==> src/rtl/seven_seg_scanner.sv <==
// ---------------------------------------------------------------------------
// seven_seg_scanner
//
// Display back-end for the four-digit clock. Takes four BCD digits plus
// per-digit dot and blink controls and time-multiplexes them onto a single
// 8-bit segment bus and four one-hot digit enables. Each digit slot begins
// with a short all-off blanking interval to suppress ghosting. Inputs are
// captured once per scan frame so that a frame is always drawn from one
// coherent set of values. A slow blink phase, derived from the frame count,
// darkens the masked digits on alternate blink half-periods.
//
// Parameters:
//   REFRESH_DIV   clock cycles per digit slot (>= 2)
//   BLANK_CYCLES  all-off cycles at the start of each slot
//                 (1 <= BLANK_CYCLES < REFRESH_DIV)
//   BLINK_FRAMES  full scan frames per blink half-period (>= 1)
//
// Ports:
//   i_Clock       system clock, rising edge
//   i_Reset_n     asynchronous active-low reset
//   i_Enable      display enable; low holds the scan at slot 0, outputs off
//   i_Digits_Bcd  four BCD digits, [3:0] is digit 0, [15:12] is digit 3
//   i_Dots        decimal point per digit, active high
//   i_Blink_Mask  digits that blink, active high
//   o_Segments    {dp,g,f,e,d,c,b,a}, active high, registered
//   o_Digits      one-hot digit enable, bit n selects digit n, registered
//   o_Frame_Tick  one-cycle pulse the cycle after a new snapshot is loaded
//
// Build option:
//   LEADING_ZERO_BLANK_EN  when defined, slot 3 stays dark (dot included)
//                          whenever the captured digit 3 is zero.
// ---------------------------------------------------------------------------
module seven_seg_scanner #(
    parameter int REFRESH_DIV  = 1024,
    parameter int BLANK_CYCLES = 16,
    parameter int BLINK_FRAMES = 64
) (
    input  logic        i_Clock,
    input  logic        i_Reset_n,
    input  logic        i_Enable,
    input  logic [15:0] i_Digits_Bcd,
    input  logic [3:0]  i_Dots,
    input  logic [3:0]  i_Blink_Mask,
    output logic [7:0]  o_Segments,
    output logic [3:0]  o_Digits,
    output logic        o_Frame_Tick
);

    localparam int PW = $clog2(REFRESH_DIV);
    localparam int FW = (BLINK_FRAMES > 1) ? $clog2(BLINK_FRAMES) : 1;

    localparam logic [PW-1:0] P_LAST  = PW'(REFRESH_DIV - 1);
    localparam logic [PW-1:0] P_BLANK = PW'(BLANK_CYCLES);
    localparam logic [FW-1:0] F_LAST  = FW'(BLINK_FRAMES - 1);

    logic [PW-1:0] presc;
    logic [1:0]    slot;
    logic [FW-1:0] frame_cnt;
    logic          blink_phase;
    logic [15:0]   snap_bcd;
    logic [3:0]    snap_dots;
    logic [3:0]    snap_mask;

    logic          frame_start;
    logic          lead_blank;
    logic          show;
    logic [3:0]    bcd_cur;

    // Seven-segment pattern in gfedcba order; non-decimal codes show a dash.
    function automatic logic [6:0] decode(input logic [3:0] v);
        case (v)
            4'd0:    decode = 7'b0111111;
            4'd1:    decode = 7'b0000110;
            4'd2:    decode = 7'b1011011;
            4'd3:    decode = 7'b1001111;
            4'd4:    decode = 7'b1100110;
            4'd5:    decode = 7'b1101101;
            4'd6:    decode = 7'b1111101;
            4'd7:    decode = 7'b0000111;
            4'd8:    decode = 7'b1111111;
            4'd9:    decode = 7'b1101111;
            default: decode = 7'b1000000;
        endcase
    endfunction

    assign frame_start = (presc == '0) && (slot == 2'd0);
    assign bcd_cur     = snap_bcd[{slot, 2'b00} +: 4];

`ifdef LEADING_ZERO_BLANK_EN
    assign lead_blank = (slot == 2'd3) && (snap_bcd[15:12] == 4'd0);
`else
    assign lead_blank = 1'b0;
`endif

    // A digit is lit only after the anti-ghost interval, and only when it is
    // neither in the dark blink half-period nor a suppressed leading zero.
    assign show = (presc >= P_BLANK) && !(blink_phase && snap_mask[slot]) && !lead_blank;

    // Scan counters, snapshot and registered outputs. Disabling parks the
    // scan at the start of a frame so re-enabling begins with a blanking
    // interval and a fresh snapshot; the blink phase survives a disable.
    always_ff @(posedge i_Clock or negedge i_Reset_n) begin
        if (!i_Reset_n) begin
            presc        <= '0;
            slot         <= 2'd0;
            frame_cnt    <= '0;
            blink_phase  <= 1'b0;
            snap_bcd     <= '0;
            snap_dots    <= '0;
            snap_mask    <= '0;
            o_Segments   <= '0;
            o_Digits     <= '0;
            o_Frame_Tick <= 1'b0;
        end else if (!i_Enable) begin
            presc        <= '0;
            slot         <= 2'd0;
            frame_cnt    <= '0;
            o_Segments   <= '0;
            o_Digits     <= '0;
            o_Frame_Tick <= 1'b0;
        end else begin
            o_Frame_Tick <= frame_start;
            if (frame_start) begin
                snap_bcd  <= i_Digits_Bcd;
                snap_dots <= i_Dots;
                snap_mask <= i_Blink_Mask;
            end

            if (show) begin
                o_Digits   <= 4'b0001 << slot;
                o_Segments <= {snap_dots[slot], decode(bcd_cur)};
            end else begin
                o_Digits   <= '0;
                o_Segments <= '0;
            end

            if (presc == P_LAST) begin
                presc <= '0;
                slot  <= slot + 2'd1;
                if (slot == 2'd3) begin
                    if (frame_cnt == F_LAST) begin
                        frame_cnt   <= '0;
                        blink_phase <= ~blink_phase;
                    end else begin
                        frame_cnt <= frame_cnt + FW'(1);
                    end
                end
            end else begin
                presc <= presc + PW'(1);
            end
        end
    end

endmodule

==> config.mk <==
export PLATFORM = sky130hd
export DESIGN_NAME = seven_seg_scanner
export DESIGN_NICKNAME = d
export VERILOG_FILES = /design/src/rtl/seven_seg_scanner.sv
export SDC_FILE = /design/constraint.sdc
export NUM_CORES = 1
export LEC_CHECK = 0
export CAP_MARGIN = 25
export CORE_ASPECT_RATIO = 0.7
export CORE_MARGIN = 5
export CORE_UTILIZATION = 54
export DETAILED_ROUTE_END_ITERATION = 8
export PLACE_DENSITY = 0.8
export RECOVER_POWER = 50
export SLEW_MARGIN = 15
export SYNTH_ARGS = -nofsm -noshare
export SYNTH_HDL_FRONTEND = slang
export SYNTH_SLANG_ARGS = --single-unit
==> constraint.sdc <==
create_clock -name i_Clock -period 2.3 [get_ports i_Clock]
set_input_delay 0.575 -clock i_Clock [delete_from_list [all_inputs] [get_ports i_Clock]]
set_output_delay 0.575 -clock i_Clock [all_outputs]
set_load 0.03 [all_outputs]
======== Word level (Yosys, flattened, before mapping) ========
Memories as Yosys holds them, arrays and structs flattened.
Index checks and enable logic that the tools add are counted.
cells by class
  add/subtract/negate cells ............... 3
  $lt $le $gt $ge ......................... 2
  equality and inequality tests ........... 5
  shift operators ......................... 2
  mux-type cells .......................... 17
  bitwise logic cells ..................... 1
  reduce and logical (&&, ||, !) cells .... 9
operator list
  kind                                                                number
  2-to-1 mux 6 bit                                                    4
  2-to-1 mux 10 bit                                                   2
  2-to-1 mux 8 bit                                                    2
  variable part select 16 x 5 -> 4 bit                                1
  adder 10 x 1 -> 10 bit, second input constant                       1
  equality test 10 bit, second input constant                         1
  greater-or-equal comparator 10 x 5 -> 1 bit, second input constant  1
  logical NOT 10 bit                                                  1
  2-to-1 mux 4 bit                                                    2
  adder 6 x 1 -> 6 bit, second input constant                         1
  equality test 6 bit, second input constant                          1
  binary-select mux 1 bit (select 2 bit)                              2
  2-to-1 mux 2 bit                                                    2
  inequality test 2 x 1 -> 1 bit, second input constant               2
  AND reduction 2 bit                                                 2
  AND reduction 4 bit                                                 1
  << shifter 1 x 2 -> 4 bit, first input constant                     1
  logical AND 1 bit                                                   3
  less-than comparator 2 x 3 -> 1 bit, second input constant          1
  2-to-1 mux 1 bit                                                    3
  adder 2 x 1 -> 2 bit, second input constant                         1
  equality test 2 bit, second input constant                          1
  logical NOT 2 bit                                                   1
  logical NOT 1 bit                                                   1
  inverter 1 bit                                                      1
storage, ports and cells
  flip-flop bits (word level) ............. 56
  bits in read-only memories .............. 112
  input bits .............................. 27
  output and inout port bits .............. 13
  memories ................................ 1
memories
  name             words  width  rd ports  clocked after memory_dff  write ports  RTL line  source
  (no name shown)  16     7      1         0                         0            71        case (v)

======== Longest topological paths before layout ========
Gate-level depths: netlist (run 1).
  depth in word-level cells ............... 7
  gate-level depth with buffers ........... 8
  gate-level depth less buffers ........... 7

======== Worst setup path after synthesis (run 1) ========
Ideal clock, no wire load.
  path kind ............................... register to register
  start ................................... register slot[0]
  end ..................................... register o_Segments[5]
  arrival ................................. 1.841 ns
  required time ........................... 2.229 ns
  slack ................................... 0.387 ns
  cell stages (with the launch flop) ...... 9
  buffers on the path ..................... 1
  clock period less this slack ............ 1.913 ns
  path through ............................ dfrtp_1 > buf_6 > mux4_1 > inv_1 > ha_1 > inv_1 > mux2_2 > a2bb2oi_1 > nor2_1
between the ends
  cells in the longest elaborated chain, start to end .. 7
  elaborated cells on any way between the ends .. 9
  those cells by class .................... shift: 1; mux: 4; reduce/logical: 3; memory: 1
ends and longest elaborated chain
  item                                                              RTL line  source
  from (decl)                                                       57        logic [1:0] slot;
  from (signal assigned)                                            139       slot <= slot + 2'd1;
  branches (longest 5 deep; another with memory read (16 x 7 bit))  -
  2-to-1 mux 8 bit (*)                                              129       if (show) begin
  2-to-1 mux 8 bit (*)                                              114       end else if (!i_Enable) begin
  to (signal assigned)                                              131       o_Segments <= {snap_dots[slot], decode(bcd_cur)};
  to (decl)                                                         44        output logic [7:0] o_Segments,
Every way passes the cells marked *. The select of a mux whose other input is x is not followed.
A chain may end at the register's enable or synchronous reset.

======== Worst setup path after layout (run 1) ========
  start ................................... register slot[0]
  end ..................................... register snap_bcd[3]
between the ends
  cells in the longest elaborated chain, start to end .. 3
ends and longest elaborated chain
  item                           RTL line  source
  logical NOT 2 bit              86        assign frame_start = (presc == '0) && (slot == 2'd0);
  logical AND 1 bit              86
  AND reduction 2 bit (no line)  -
  to (signal assigned)           124       snap_bcd <= i_Digits_Bcd;
  to (decl)                      60        logic [15:0] snap_bcd;
No other way between the ends.

==> impl_metrics.tcl, run 1 <==
set metrics [dict create \
    cts-root-buf "clkbuf_8" \
    grt_pass1_vias 1777 \
    syn-num-nets 267 \
    cts_made_buffers 5 \
    fin_ws_ns 0.2366 \
    synth_most_common_cell "dfrtp_1" \
    ys_top_cells_by_count "56 x dfrtp_1, 25 x mux2_2, 22 x nor2_1" \
    synth_flop_cell "dfrtp_1" \
    ys_types 37 \
    num_rows 21 \
    ir_worst_vdd_mv 0.4843 \
    cts_tree "built" \
    final_antenna_net_count 0 \
    synth_top_family_by_area "multiplexers" \
    wl_met1_um 2432 \
    maxUsedRoutingLayer "met4" \
    yosysWarnings 0 \
    synth_xor_area_frac 0.03235 \
    drt-initial-drc-count 79 \
    ys_seq_area_frac 0.5176 \
    hp-class "in2async" \
    powerDensity_nw_per_um2 673.4 \
    grt_antenna_before_repair 0 \
    dp_cells 333 \
    synth_edf_count 0 \
    die_x_um 94.64 \
    place_congestion 0.8570 \
    n_fill_cell 368 \
    grt_pass1_wl_um 8769 \
    finalNetCount 311 \
    synthAdderAreaFrac 0.06007 \
    area_growth_pct 21.58 \
    synthMuxAreaShare 0.1691 \
    dieArea_um2 6553 \
    synth_compound_area_frac 0.04113 \
    synthSimpleGateAreaFrac 0.1396 \
    grt-ovfl-total 0 \
    clock_sinks 56 \
    stdcell_count 341 \
    clock_latency_ns 0.31 \
    totalWireLength_um 4939 \
    multi_input_area_um2 1197 \
    ys_ff_latch 56 \
    dr_wl_met3_um 266 \
    synth_area_um2 2708 \
    postCtsSetupBuffers 0 \
    place_ws_ns 0.2322 \
    hold_violations 0 \
    grtUsageTotal 0.1725 \
    async_flop_share 1.000 \
    via_count 1760 \
    timing.fmax_ghz 0.4846 \
    critPathLaunchType "register" \
    criticalPathCategory "reg2reg" \
    place_hpwl_um 3709 \
    crit_fanout 25 \
    cts_resized 0 \
    regArea_um2 1401 \
    die_height_um 69.25 \
    synth.avg_cell_area_um2 11.93 \
    grt_max_degree 36 \
    initial_core_util 0.5631 \
    ios 40 \
    placed_cell_area_um2 3197 \
    drc 0 \
    drive_above_1_share 0.1728 \
    coreArea_um2 4808 \
    synth_area_leader_cell "dfrtp_1" \
    clk_path_buf_depth 2 \
    wl_per_cell_um 14.48 \
    tightestPinTransition_ns 1.251 \
    endpoint_kind "register" \
    synth_top_area_share 0.5176 \
    h-tree-depth 2 \
    syn-instance-count 227 \
    status "complete, no violations" \
    timing.hold.ws_ns 0.5068 \
    slew_headroom 0.1662 \
    setup_violations 0 \
    worstPathArrival_ns 2.26 \
    fin_area_um2 3292 \
    cp-startpoint "slot[0]" \
    r2r-start "slot[0]" \
    antenna_cells 0 \
    skew_ns 0.006347 \
    rsz0062_at_grt "no" \
    timing.setup.tns_ns 0 \
    drv_cap 0 \
    synthTopCellsByArea "dfrtp_1 52%, mux2_2 10%, ha_1 6.0%" \
    slew_violations 0 \
    placement.io_buffers 39 \
    leakage_uw 0.001460 \
    met2_length_um 2166 \
    firstDrtPassIters 4 \
    crit_required_ns 2.50 \
    clk_pin_slew_ns 0.10 \
    via_per_inst 5.161 \
    fin_crit_ns 2.063 \
    period_share 0.8971 \
    cts_hold_buf 0 \
]
[path summary, 6_finish.rpt]
check,endpoint,slack [ns],depth (start not counted)
max,snap_bcd[3],0.24,6
min,snap_mask[0],0.51,1
max reg2reg,snap_bcd[3],0.24,6
min reg2reg,blink_phase,0.51,1
max in group asynchronous,o_Digits[1],1.01,2
min in group i_Clock,blink_phase,0.51,1
[cell type report]
cell class,instances,area share
tap,69,0.02623
timing repair buffer,44,0.1311
inverter,17,0.01938
multi-input combinational,147,0.3637
sequential,56,0.4257
clock inverter,3,0.01292
clock buffer,5,0.02090
[per-layer routing]
layer,GRT usage,vias to the layer above
met2,0.2383,42
li1,-,858
met1,0.2561,853
met3,0.05423,7
met4,0.05760,0
met5,0,-
[stage by stage]
stage / power, µW / utilization
finish: 2217 / 0.6846
floorplan: 1457 / -
global route: 2336 / 0.6846
global placement: 1584 / 0.6648
detailed placement: 1610 / 0.6648
CTS: 2247 / 0.6880
[power by group]
| group | leakage (µW) | internal (µW) | total [µW] | switching, µW |
|---|---|---|---|---|
| clock | 0.0000541 | 322 | 639 | 317 |
| combinational | 0.000681 | 237 | 413 | 177 |
| sequential | 0.000725 | 1100 | 1160 | 65.1 |
[cells in the final DEF, fill, tap and decap left out, types with 2 or more instances in the layout]
| cell | netlist | layout |
|---|---|---|
| a21boi_0 | 3 | 3 |
| nor2_1 | 22 | 22 |
| nand2_1 | 13 | 13 |
| buf_4 | 2 | 3 |
| xnor2_1 | 6 | 6 |
| nand2b_1 | 4 | 4 |
| ha_1 | 13 | 13 |
| clkdlybuf4s50_1 | 0 | 38 |
| mux2i_1 | 3 | 3 |
| dfrtp_1 | 56 | 56 |
| mux4_1 | 3 | 3 |
| nor3_1 | 6 | 6 |
| and2_1 | 3 | 3 |
| mux4_2 | 3 | 3 |
| nor2b_1 | 2 | 2 |
| nand3_1 | 11 | 11 |
| or3_1 | 2 | 2 |
| mux2_2 | 25 | 25 |
| clkbuf_8 | 0 | 5 |
| o21ai_0 | 4 | 4 |
| xor2_1 | 4 | 4 |
| a21oi_1 | 7 | 7 |
| inv_1 | 17 | 17 |
[kinds of logic (layout without fill, tap and decap cells)]
group / after synthesis / after routing
AOI/OAI and AO/OA: 18 / 18
xor gates and xnor gates: 10 / 10
adders and majority gates: 13 / 13
buffers and inverters: 24 / 69
DFF: 56 / 56
muxes: 34 / 34
and+or+nand+nor: 72 / 72
[registers in the layout, indices dropped and copies added, names as in the netlist]
name and count:
o_Segments 8, o_Frame_Tick 1, slot 2, o_Digits 4
blink_phase 1, frame_cnt 6, snap_dots 4, snap_bcd 16
presc 10, snap_mask 4
[worst max-delay path, cell delays in order, from the launching register on]
cell      delay, ns
dfrtp_1        0.44
buf_4          0.21
inv_1          0.10
ha_1           0.23
nand4_2        0.07
clkbuf_2       0.49
mux2_2         0.41
Note: power is estimated with default switching activity, not from simulation.
==> inputs of run 2 (changes only) <==
Settings changed: ABC_CLOCK_PERIOD_IN_PS from default to 2300.
==> results of run 2 <==
Final layout, timing and power as in run 1 (identical DEF).
==> inputs of run 3 (changes only) <==
Settings changed: ABC_CLOCK_PERIOD_IN_PS 2300 to default.
==> results of run 3 <==
Final layout, timing and power as in run 1 (identical DEF).
